<file path="config.mk">
export PLATFORM = sky130hd
export DESIGN_NAME = fwd_sel_gen
export DESIGN_NICKNAME = d
export VERILOG_FILES = /design/src/rtl/fwd_sel_gen.sv
export SDC_FILE = /design/constraint.sdc
export NUM_CORES = 1
export LEC_CHECK = 0
export CAP_MARGIN = 20
export CORE_UTILIZATION = 40
export DETAILED_ROUTE_END_ITERATION = 16
export PLACE_DENSITY = 0.67
export REMOVE_ABC_BUFFERS = 1
export SLEW_MARGIN = 20
export SYNTH_ARGS = -nofsm -noshare
export SYNTH_HDL_FRONTEND = slang
export SYNTH_SLANG_ARGS = --single-unit
export TNS_END_PERCENT = 5
</file>
<file path="constraint.sdc">
create_clock -name clk -period 2.1 [get_ports clk]
set_input_delay 0.315 -clock clk [delete_from_list [all_inputs] [get_ports clk]]
set_output_delay 0.315 -clock clk [all_outputs]
set_load 0.02 [all_outputs]
</file>
<file path="src/rtl/fwd_sel_gen.sv">
// -----------------------------------------------------------------------------
// fwd_sel_gen
//
// Forwarding-select generator for a 6-stage pipe (IF, ID, EX, MEM, MEM2, WB).
// A small shadow pipe records {rd, we, ld} for every instruction that is in
// EX, MEM, MEM2 or WB. While an instruction sits in ID, each of its source
// operands is compared against that shadow pipe to decide where the operand
// will come from once the instruction reaches EX. The result is registered
// so it drives the EX operand muxes directly. A combinational load-use stall
// is raised when a source depends on a load that is still in EX.
//
// Select encoding (fixed by the EX mux):
//   000 regfile            011 MEM ALU result     010 MEM2 ALU result
//   001 WB result          110 MEM2 load data     101 regfile write-through
//
// Ports
//   clk             in   rising-edge clock
//   rst             in   asynchronous, active-high reset
//   id_valid        in   ID holds a real instruction
//   id_rs1, id_rs2  in   ID source register addresses
//   id_use_rs1/2    in   source is actually read by the instruction
//   id_rd           in   ID destination register
//   id_reg_we       in   ID instruction writes rd
//   id_is_load      in   ID instruction is a load (data ready end of MEM2)
//   pipe_stall      in   global freeze: nothing advances
//   flush           in   branch redirect: kill ID and EX contents
//   fwd_sel_a/b     out  registered EX operand select for rs1/rs2
//   load_use_stall  out  hold IF/ID and insert an EX bubble (combinational)
// -----------------------------------------------------------------------------
module fwd_sel_gen #(
  parameter int unsigned REG_AW   = 5,
  parameter bit          ZERO_FWD = 1'b0
) (
  input  logic              clk,
  input  logic              rst,
  input  logic              id_valid,
  input  logic [REG_AW-1:0] id_rs1,
  input  logic [REG_AW-1:0] id_rs2,
  input  logic              id_use_rs1,
  input  logic              id_use_rs2,
  input  logic [REG_AW-1:0] id_rd,
  input  logic              id_reg_we,
  input  logic              id_is_load,
  input  logic              pipe_stall,
  input  logic              flush,
  output logic [2:0]        fwd_sel_a,
  output logic [2:0]        fwd_sel_b,
  output logic              load_use_stall
);

  localparam logic [2:0] SEL_RF       = 3'b000;
  localparam logic [2:0] SEL_MEM_ALU  = 3'b011;
  localparam logic [2:0] SEL_MEM2_ALU = 3'b010;
  localparam logic [2:0] SEL_WB       = 3'b001;
  localparam logic [2:0] SEL_MEM2_LD  = 3'b110;
  localparam logic [2:0] SEL_WR_THRU  = 3'b101;

  typedef struct packed {
    logic [REG_AW-1:0] rd;
    logic              we;
    logic              ld;
  } ent_t;

  // Shadow pipe: one entry per downstream stage.
  ent_t ex_q, mem_q, mem2_q, wb_q;
  ent_t ex_next;

  // {stall_request, sel} per operand.
  logic [3:0] res_a, res_b;

  // An entry supplies rs when it writes that register; x0 is hardwired to
  // zero, so it is only ever forwarded in the debug configuration.
  function automatic logic hits(input ent_t e, input logic [REG_AW-1:0] rs);
    return e.we && (e.rd == rs) && (ZERO_FWD || (rs != '0));
  endfunction

  // Entries are examined youngest first, so the most recent writer of a
  // register always wins. The select names where the value will be when the
  // consumer reaches EX, i.e. one stage further on than the entry is now.
  function automatic logic [3:0] resolve(input logic              en,
                                         input logic [REG_AW-1:0] rs,
                                         input ent_t              ex,
                                         input ent_t              mem,
                                         input ent_t              mem2,
                                         input ent_t              wb);
    logic [3:0] r;
    r = {1'b0, SEL_RF};
    if (en) begin
      if (hits(ex, rs)) begin
        // Load in EX: data not available in time, ask for one bubble.
        r = ex.ld ? {1'b1, SEL_RF} : {1'b0, SEL_MEM_ALU};
      end else if (hits(mem, rs)) begin
        r = {1'b0, (mem.ld ? SEL_MEM2_LD : SEL_MEM2_ALU)};
      end else if (hits(mem2, rs)) begin
        r = {1'b0, SEL_WB};
      end else if (hits(wb, rs)) begin
        r = {1'b0, SEL_WR_THRU};
      end
    end
    return r;
  endfunction

  assign res_a = resolve(id_valid & id_use_rs1, id_rs1, ex_q, mem_q, mem2_q, wb_q);
  assign res_b = resolve(id_valid & id_use_rs2, id_rs2, ex_q, mem_q, mem2_q, wb_q);

  // Flush discards the ID instruction, so a stall on its behalf is moot.
  assign load_use_stall = ~rst & ~flush & (res_a[3] | res_b[3]);

  // NOTE: every variable assigned in always_comb gets a default first, so no
  // path leaves it unassigned and no latch is inferred.
  always_comb begin
    ex_next = '0;
    if (id_valid && !flush && !load_use_stall) begin
      ex_next = '{rd: id_rd, we: id_reg_we, ld: id_is_load};
    end
  end

  // NOTE: the shadow pipe is only four small entries, so every bit is reset;
  // a bubble (we=0) must never be mistaken for a writer after reset.
  always_ff @(posedge clk or posedge rst) begin
    if (rst) begin
      ex_q      <= '0;
      mem_q     <= '0;
      mem2_q    <= '0;
      wb_q      <= '0;
      fwd_sel_a <= SEL_RF;
      fwd_sel_b <= SEL_RF;
    end else if (!pipe_stall) begin
      // NOTE: non-blocking assignments let the shift read every entry's old
      // value regardless of statement order.
      wb_q   <= mem2_q;
      mem2_q <= mem_q;
      mem_q  <= ex_q;
      ex_q   <= ex_next;
      if (flush || load_use_stall) begin
        fwd_sel_a <= SEL_RF;
        fwd_sel_b <= SEL_RF;
      end else begin
        fwd_sel_a <= res_a[2:0];
        fwd_sel_b <= res_b[2:0];
      end
    end
  end

endmodule

</file>
==> flow_metrics.env, run 1 <==
export IMPL_status="finished, violations left"
export IMPL_violations="design-rule violations, negative setup slack"
export IMPL_power_density_nw_per_um2=652
export IMPL_cp_max_fo=5
export IMPL_dp_hpwl_mm=3.32
export IMPL_ios=31
export IMPL_synthMuxAreaShare=0.135
export IMPL_die_area_um2=5040
export IMPL_ir_worst_vdd_uv=419
export IMPL_root_buffer="clkbuf_8"
export IMPL_port_buffers=30
export IMPL_cts_buffer_depth=2
export IMPL_fin_ws_ps=-203
export IMPL_cp_arrival_ps=1990
export IMPL_routed_wirelength_mm=4.27
export IMPL_post_drt_wl_per_cell_um=16.5
export IMPL_hp_class="in -> async"
export IMPL_critPathBufInv=1
export IMPL_setup_violations_final=7
export IMPL_cts_hold_fix_buffers=0
export IMPL_r2r_start="ex_q[3]"
export IMPL_clock_fmax_mhz=434
export IMPL_yosysTopAreaCell="dfrtp_1"
export IMPL_startpoint="ex_q[3]"
export IMPL_nNetsFinal=230
export IMPL_synthCells=158
export IMPL_drive_above_1_share=0.324
export IMPL_crit_cells=6
export IMPL_period_share=1.10
export IMPL_period_minus_slack_ps=2300
export IMPL_drtIter0Drc=51
export IMPL_hold_ws_ps=382
export IMPL_grt_pass1_wl_mm=7.30
export IMPL_endpoint_kind="output pin"
export IMPL_synth_distinct_cells=24
export IMPL_worst_pin_slew_ps=385
export IMPL_cts_sinks=32
export IMPL_regArea_um2=801
export IMPL_finalHoldViolations=0
export IMPL_worst_path_dominant_cell_family="simple AND/OR/NAND/NOR gates"
export IMPL_start_util=0.426
export IMPL_cts_max_level=2
export IMPL_synth_compound_area_frac=0.0887
export IMPL_rsz0062_at_grt="yes"
export IMPL_firstDrtPassIters=11
export IMPL_synth_top_area_frac=0.420
export IMPL_worst_setup_path_start_kind="register"
export IMPL_grt_pass1_vias=1472
export IMPL_final_area_um2=2500
export IMPL_yosysSeqAreaShare=0.420
export IMPL_track_usage=0.194
export IMPL_cts_tree="yes"
export IMPL_fin_util=0.558
export IMPL_synth_seq_cells=32
export IMPL_grt_max_degree=33
export IMPL_drtAntennaViolNets=0
export IMPL_drcViolationCount=5
export IMPL_clkTransAtPathRegs_ps=70
export IMPL_slew_headroom=0.741
export IMPL_vias_per_cell=5.29
export IMPL_finalClockSkew_ps=3.80
export IMPL_core_um2=4470
export IMPL_crit_chain="xnor2_1 -> nand4_1 -> or4_4 -> o22ai_4 -> nor2b_1 -> buf_4"
export IMPL_multi_input_area_um2=1000
export IMPL_antenna_cells=0
export IMPL_p_leak_nw=1.13
export IMPL_worstReg2RegEnd="fwd_sel_b[2]"
export IMPL_placementRows=24
export IMPL_place_congestion=0.852
export IMPL_power_mw=1.63
export IMPL_synth_simple_area_share=0.116
export IMPL_max_stage_delay_ps=550
export IMPL_die_width_um=71
export IMPL_postPlaceCellArea_um2=2350
export IMPL_grt_overflow_total=0
export IMPL_ys_warn_count=0
export IMPL_slowest_stage="or4_4"
export IMPL_antenna_found_initial=0
export IMPL_synthesis_area_um2=1900
export IMPL_synth_xor_area_frac=0.184
export IMPL_r2r_slack_ps=-30
export IMPL_insertion_delay_ps=280
export IMPL_crit_type="reg -> out"
export IMPL_cts_made_buffers=5
export IMPL_num_vias=1371
export IMPL_syn_area_per_cell_um2=12.1
export IMPL_die_h_um=71
export IMPL_synthTopCellsByArea="dfrtp_1, mux2_2, xnor2_1, xor2_1, nand4_1"
export IMPL_syn_to_final_growth_pct=31.1
export IMPL_synth_top_family_by_area="XOR/XNOR gates"
export IMPL_worstPathRequired_ps=1780
export IMPL_fillers=393
export IMPL_ff2ff_path_depth=8
export IMPL_maxSlewViolCount=0
export IMPL_drv_cap=0
export IMPL_endpoint="load_use_stall"
export IMPL_synth_adder_area_share=0
[cells in the mapped netlist, drive strengths merged]
library cell and instances:
nand4 10, buf 12, nor2 2, xnor2 24, inv 1, xor2 16, nor2b 3, a22o 7
and2 2, o22ai 1, mux2 21, o21ai 2, a41o 2, dfrtp 32, mux2i 2, nor4 4
clkbuf 4, a32o 4, or4 6, o211ai 2, nor4b 1
[layout by cell type (no fill, tap or decap)]
master / instances
bufinv_16: 1
o211ai_1: 2
xor2_1: 16
a41o_2: 2
nor4b_4: 1
a32o_1: 4
dfrtp_1: 32
dlygate4sd2_1: 10
or4_4: 4
or4_1: 2
mux2i_1: 2
buf_12: 1
mux2_2: 21
nor4_1: 4
o21ai_0: 2
nor2_4: 2
clkdlybuf4s50_1: 19
a22o_1: 7
o22ai_4: 1
nand4_1: 10
clkbuf_8: 7
buf_4: 27
inv_1: 1
xnor2_1: 24
and2_1: 2
nor2b_1: 3
[worst min path at each step]
stage / cells after the start / start / slack, ps / to
finish: 3 / rst / 380 / fwd_sel_a[0]
global route: 3 / rst / 410 / ex_q[0]
floorplan: 1 / id_reg_we / 440 / ex_q[1]
detailed placement: 1 / fwd_sel_a[0] / 490 / fwd_sel_a[0]
global placement: 1 / fwd_sel_b[1] / 470 / fwd_sel_b[1]
CTS: 3 / rst / 390 / fwd_sel_a[1]
[power by group]
part	leakage [nW]	internal [mW]	switching [mW]
combinational	0.635	0.159	0.112
clock	0.0645	0.418	0.225
sequential	0.435	0.659	0.0546
[flip-flops by register name, summed over array words and instances, names as in the netlist]
register,cells
ex_q,7
mem_q,7
mem2_q,6
wb_q,6
fwd_sel_a,3
fwd_sel_b,3
[kinds of logic after synthesis]
family          after synthesis
mux                          23
simple gates                 28
flops                        32
xor+xnor                     40
buf+inv                      17
compound gates               18
[what timing repair did]
item	in CTS	in global routing
gates resized for setup	16	0
endpoints found under the hold margin	0	0
pin swaps	3	0
endpoints found under the setup margin	14	14
buffers inserted	2	0
[layer usage]
layer	global-route usage	vias to the layer above	wire [um]
met5	0	-	0
li1	-	665	-
met4	0.0667	0	44
met3	0.0556	5	186
met1	0.242	662	1920
met2	0.325	39	2130
[cell type report]
class	instances	area share
Timing Repair Buffer	57	0.200
Clock buffer	7	0.0386
Clock inverter	1	0.0120
Inverter	1	0.00150
Multi-Input combinational cell	109	0.401
Tap cell	52	0.0261
Sequential cell	32	0.321
[through the flow]
stage               std cells  setup WS, ps  setup TNS, ps
global placement          249          -843         -11230
global route              259          -294          -1200
CTS                       259          -218           -322
floorplan                 142         -80.7          -80.7
finish                    259          -203           -278
detailed placement        249          -951         -12540
[worst reg2reg max path, cell delays in order, from the launching register on]
cell     delay [ps]
dfrtp_1         430
xnor2_1         180
nand4_1         120
or4_4           550
o22ai_4         130
buf_4           140
nor4b_4          50
buf_12          150
a41o_2          260
Note: power is estimated with default switching activity, not from simulation.
==> inputs of run 2 (changes only) <==
--- a/config.mk
+++ b/config.mk
@@ -6,10 +6,10 @@
 export NUM_CORES = 1
 export LEC_CHECK = 0
 export CAP_MARGIN = 20
+export CORE_MARGIN = 2
 export CORE_UTILIZATION = 40
 export DETAILED_ROUTE_END_ITERATION = 16
 export PLACE_DENSITY = 0.67
-export REMOVE_ABC_BUFFERS = 1
 export SLEW_MARGIN = 20
 export SYNTH_ARGS = -nofsm -noshare
 export SYNTH_HDL_FRONTEND = slang
==> run 2 against run 1 <==
Compared with the run above: clock skew decreased by 1.3 ps; core utilization decreased by 0.97 points; sequential share of layout area decreased by 0.69 points; the flow finishes with violations (negative setup slack).
==> flow_metrics.env, run 2 (synthesis gave the netlist of run 1 again) <==
export IMPL_status="finished, violations left"
export IMPL_violations="negative setup slack"
export IMPL_root_buffer="clkbuf_8"
export IMPL_cp_arrival_ps=1900
export IMPL_synth_net_count=182
export IMPL_placementRows=25
export IMPL_clkTransAtPathRegs_ps=70
export IMPL_die_area_um2=5330
export IMPL_drcViolationCount=0
export IMPL_crit_type="reg -> out"
export IMPL_post_drt_wl_per_cell_um=17.1
export IMPL_die_h_um=73
export IMPL_dp_hpwl_mm=3.49
export IMPL_port_buffers=30
export IMPL_clock_fmax_mhz=451
export IMPL_cp_max_fo=3
export IMPL_cts_max_level=2
export IMPL_layout_common_cells="buf_4, dfrtp_1, xnor2_1"
export IMPL_drtAntennaViolNets=0
export IMPL_cts_made_buffers=5
export IMPL_setup_violations_final=2
export IMPL_period_share=1.05
export IMPL_cts_buffer_depth=2
export IMPL_p_leak_nw=1.17
export IMPL_power_density_nw_per_um2=591
export IMPL_insertion_delay_ps=280
export IMPL_final_common_cell="buf_4"
export IMPL_rsz0062_at_grt="yes"
export IMPL_cts_hold_fix_buffers=0
export IMPL_vias_per_cell=5.39
export IMPL_num_vias=1445
export IMPL_track_usage=0.187
export IMPL_pre_cts_slack_ps=-811
export IMPL_finalHoldViolations=0
export IMPL_worst_setup_path_start_kind="register"
export IMPL_grt_overflow_total=0
export IMPL_worstPathRequired_ps=1780
export IMPL_antenna_found_initial=0
export IMPL_grt_pass1_wl_mm=7.52
export IMPL_antenna_cells=0
export IMPL_maxSlewViolCount=0
export IMPL_drtIter0Drc=69
export IMPL_worst_pin_slew_ps=481
export IMPL_start_util=0.409
export IMPL_die_width_um=73
export IMPL_fin_ws_ps=-115
export IMPL_ir_worst_vdd_uv=344
export IMPL_cts_tree="yes"
export IMPL_finalNonFillerCells=268
export IMPL_largestRegisters="ex_q (7), mem_q (7)"
export IMPL_hp_class="in -> async"
export IMPL_cts_sinks=32
export IMPL_finalClockSkew_ps=2.54
export IMPL_drive_above_1_share=0.374
export IMPL_slew_headroom=0.677
export IMPL_ios=31
export IMPL_nNetsFinal=238
export IMPL_fillers=387
export IMPL_place_congestion=0.861
export IMPL_firstDrtPassIters=4
export IMPL_period_minus_slack_ps=2220
export IMPL_grt_pass1_vias=1512
export IMPL_core_um2=4660
export IMPL_grt_max_degree=33
export IMPL_drv_cap=0
export IMPL_routed_wirelength_mm=4.59
export IMPL_dp_cells=258
export IMPL_syn_to_final_growth_pct=34.2
export IMPL_fin_util=0.548
export IMPL_endpoint_kind="output pin"
[run 2: worst max-delay path: stages (launching register included)]
cell	delay (ps)
dfrtp_2	450
xnor2_2	140
nand4_1	100
or4_4	450
o22ai_4	190
nor2b_4	160
buf_6	120
[run 2: path summary, 6_finish.rpt]
path	startpoint	to	cells past startpoint	slack (ps)
worst min-delay path	rst	mem_q[3]	3	440
max in group asynchronous	rst	mem_q[5]	3	1420
worst min register to register	fwd_sel_a[0]	fwd_sel_a[0]	1	500
min in group clk	fwd_sel_a[0]	fwd_sel_a[0]	1	500
worst max-delay path	ex_q[2]	load_use_stall	6	-120
worst max register to register	ex_q[2]	fwd_sel_b[2]	8	20
[run 2: power by group]
part | internal (mW) | switching, mW | total (mW)
sequential | 0.659 | 0.0542 | 0.713
combinational | 0.168 | 0.121 | 0.288
clock | 0.292 | 0.218 | 0.510
total | 1.12 | 0.393 | 1.51
[run 2: metal layers]
layer	wire [um]	vias to the layer above	track usage	part of all wire
li1	-	680	-	-
met1	2020	735	0.235	0.44
met2	2390	22	0.321	0.52
met3	111	8	0.0387	0.024
met4	68	0	0.0556	0.015
met5	0	-	0	0
[run 2: cell type report]
type	count	area [um2]	share of cell area
clock buffer	7	96.3	0.0377
inverter	1	7.51	0.00294
multi-input combinational	109	1030	0.402
sequential	32	802	0.314
tap	54	67.6	0.0264
timing repair buffer	65	556	0.217
[run 2: what timing repair did]
action                     CTS  global route
setup buffers                2             1
resized for setup           16             6
setup endpoints to repair   14            14
pin swaps                    1             2
[run 2: metrics by stage]
stage / power, mW / setup TNS [ps] / hold slack (ps) / instance area, um2
2_1_floorplan: 0.884 / 0 / 252 / 1910
3_3_place_gp: 0.997 / -10040 / 480 / 2420
3_5_place_dp: 1.01 / -10530 / 486 / 2420
4_1_cts: 1.51 / -268 / 448 / 2520
5_1_grt: 1.59 / -487 / 470 / 2560
6_report: 1.51 / -136 / 441 / 2560
==> inputs of run 3 (changes only) <==
--- a/config.mk
+++ b/config.mk
@@ -10,6 +10,8 @@
 export CORE_UTILIZATION = 40
 export DETAILED_ROUTE_END_ITERATION = 16
 export PLACE_DENSITY = 0.67
+export SETUP_SLACK_MARGIN = 0.5
+export SKIP_LAST_GASP = 1
 export SLEW_MARGIN = 20
 export SYNTH_ARGS = -nofsm -noshare
 export SYNTH_HDL_FRONTEND = slang
==> run 3 against run 2 <==
Compared with the run above: the run still ends with negative setup slack left; hold slack worse by 6.8 ps; power up 0.33%; sequential power about the same; cell count up 0.37%; flip-flop and latch count unchanged; clock power about the same; critical path type unchanged; largest power group unchanged.
==> flow_metrics.env, run 3 (synthesis gave the netlist of run 1 again) <==
export IMPL_grt_max_degree=33
export IMPL_insertion_delay_ps=290
export IMPL_antenna_found_initial=0
export IMPL_placementRows=25
export IMPL_grt_pass1_wl_mm=7.58
export IMPL_worstPathRequired_ps=1780
export IMPL_cts_tree="yes"
export IMPL_rsz0062_at_grt="yes"
export IMPL_clkTransAtPathRegs_ps=70
export IMPL_power_density_nw_per_um2=588
export IMPL_port_buffers=30
export IMPL_worst_setup_path_start_kind="register"
export IMPL_final_common_cell="buf_4"
export IMPL_die_area_um2=5330
export IMPL_violations="negative setup slack"
export IMPL_synth_net_count=182
export IMPL_finalClockSkew_ps=8.40
export IMPL_layout_common_cells="buf_4, dfrtp_1, mux2_2, xnor2_1, clkdlybuf4s50_1"
export IMPL_core_um2=4660
export IMPL_die_width_um=73
export IMPL_cts_max_level=2
export IMPL_cts_hold_fix_buffers=0
export IMPL_worst_pin_slew_ps=443
export IMPL_grt_pass1_vias=1502
export IMPL_fin_ws_ps=-156
export IMPL_hold_ws_ps=434
export IMPL_period_minus_slack_ps=2260
export IMPL_clock_fmax_mhz=443
export IMPL_endpoint_kind="output pin"
export IMPL_status="finished, violations left"
export IMPL_grt_overflow_total=0
export IMPL_startpoint="ex_q[3]"
export IMPL_r2r_start="ex_q[3]"
export IMPL_hp_class="in -> async"
export IMPL_largestRegisters="ex_q (7), mem_q (7)"
export IMPL_vias_per_cell=5.25
export IMPL_drcViolationCount=0
export IMPL_firstDrtPassIters=4
export IMPL_cts_sinks=32
export IMPL_slew_headroom=0.702
export IMPL_crit_type="reg -> out"
export IMPL_nNetsFinal=239
export IMPL_power_mw=1.52
export IMPL_setup_violations_final=1
export IMPL_finalSetupTns_ps=-156
export IMPL_finalHoldViolations=0
export IMPL_die_h_um=73
export IMPL_cp_max_fo=3
export IMPL_p_leak_nw=1.18
export IMPL_cts_made_buffers=5
export IMPL_num_vias=1412
export IMPL_syn_to_final_growth_pct=35.5
export IMPL_antenna_cells=0
export IMPL_period_share=1.07
export IMPL_root_buffer="clkbuf_8"
export IMPL_maxSlewViolCount=0
export IMPL_ios=31
export IMPL_place_congestion=0.917
export IMPL_start_util=0.409
export IMPL_drtAntennaViolNets=0
export IMPL_track_usage=0.188
export IMPL_post_drt_wl_per_cell_um=16.8
export IMPL_routed_wirelength_mm=4.51
export IMPL_ir_worst_vdd_uv=341
export IMPL_cp_arrival_ps=1940
export IMPL_cts_buffer_depth=2
export IMPL_dp_hpwl_mm=3.47
export IMPL_drv_cap=0
export IMPL_drive_above_1_share=0.377
export IMPL_drtIter0Drc=36
-- run 3: what timing repair did --
| action | 4_1_cts | 5_1_grt |
|---|---|---|
| pin swaps | 3 | 4 |
| endpoints found under the setup margin | 14 | 16 |
| endpoints found under the hold margin | 0 | 0 |
| gates resized for setup | 16 | 5 |
| buffers inserted | 0 | 1 |
-- run 3: critical path, cell delays in order (launching register included) --
cell	delay, ps
dfrtp_2	460
xnor2_2	170
nand4_1	100
or4_4	450
o22ai_4	180
nor2b_4	170
buf_6	120
-- run 3: worst paths after layout --
check | slack, ps | depth (start not counted) | end
hold reg to reg | 500 | 1 | fwd_sel_b[1]
setup / recovery | -160 | 6 | load_use_stall
hold / removal | 430 | 3 | ex_q[0]
min in group clk | 500 | 1 | fwd_sel_b[1]
setup reg to reg | 10 | 8 | fwd_sel_b[2]
max in group asynchronous | 1270 | 3 | ex_q[3]
-- run 3: through the flow --
step,utilization,instance area [um2],cells,setup WS (ps)
4_1_cts,0.546,2550,268,-217
3_5_place_dp,0.527,2460,261,-835
2_1_floorplan,-,1920,158,33.3
5_1_grt,0.554,2580,269,-209
6_report,0.554,2580,269,-156
3_3_place_gp,0.527,2460,261,-796
-- run 3: per-layer routing --
| metal | global-route usage | routed length, um |
|---|---|---|
| met2 | 0.305 | 2290 |
| met4 | 0.0844 | 113 |
| met1 | 0.238 | 1980 |
| met3 | 0.0414 | 123 |
| met5 | 0 | 0 |
-- run 3: cell type report --
type / count / area [um2]
Clock buffer: 7 / 96.3
Inverter: 1 / 7.51
Timing Repair Buffer: 66 / 576
Multi-Input combinational cell: 109 / 1030
Fill cell: 397 / 2080
Tap cell: 54 / 67.6
Sequential cell: 32 / 802
-- run 3: power by group --
group          internal [mW]  switching (mW)
logic                  0.172           0.119
registers              0.659          0.0543
clock network          0.292           0.220
total                   1.12           0.394
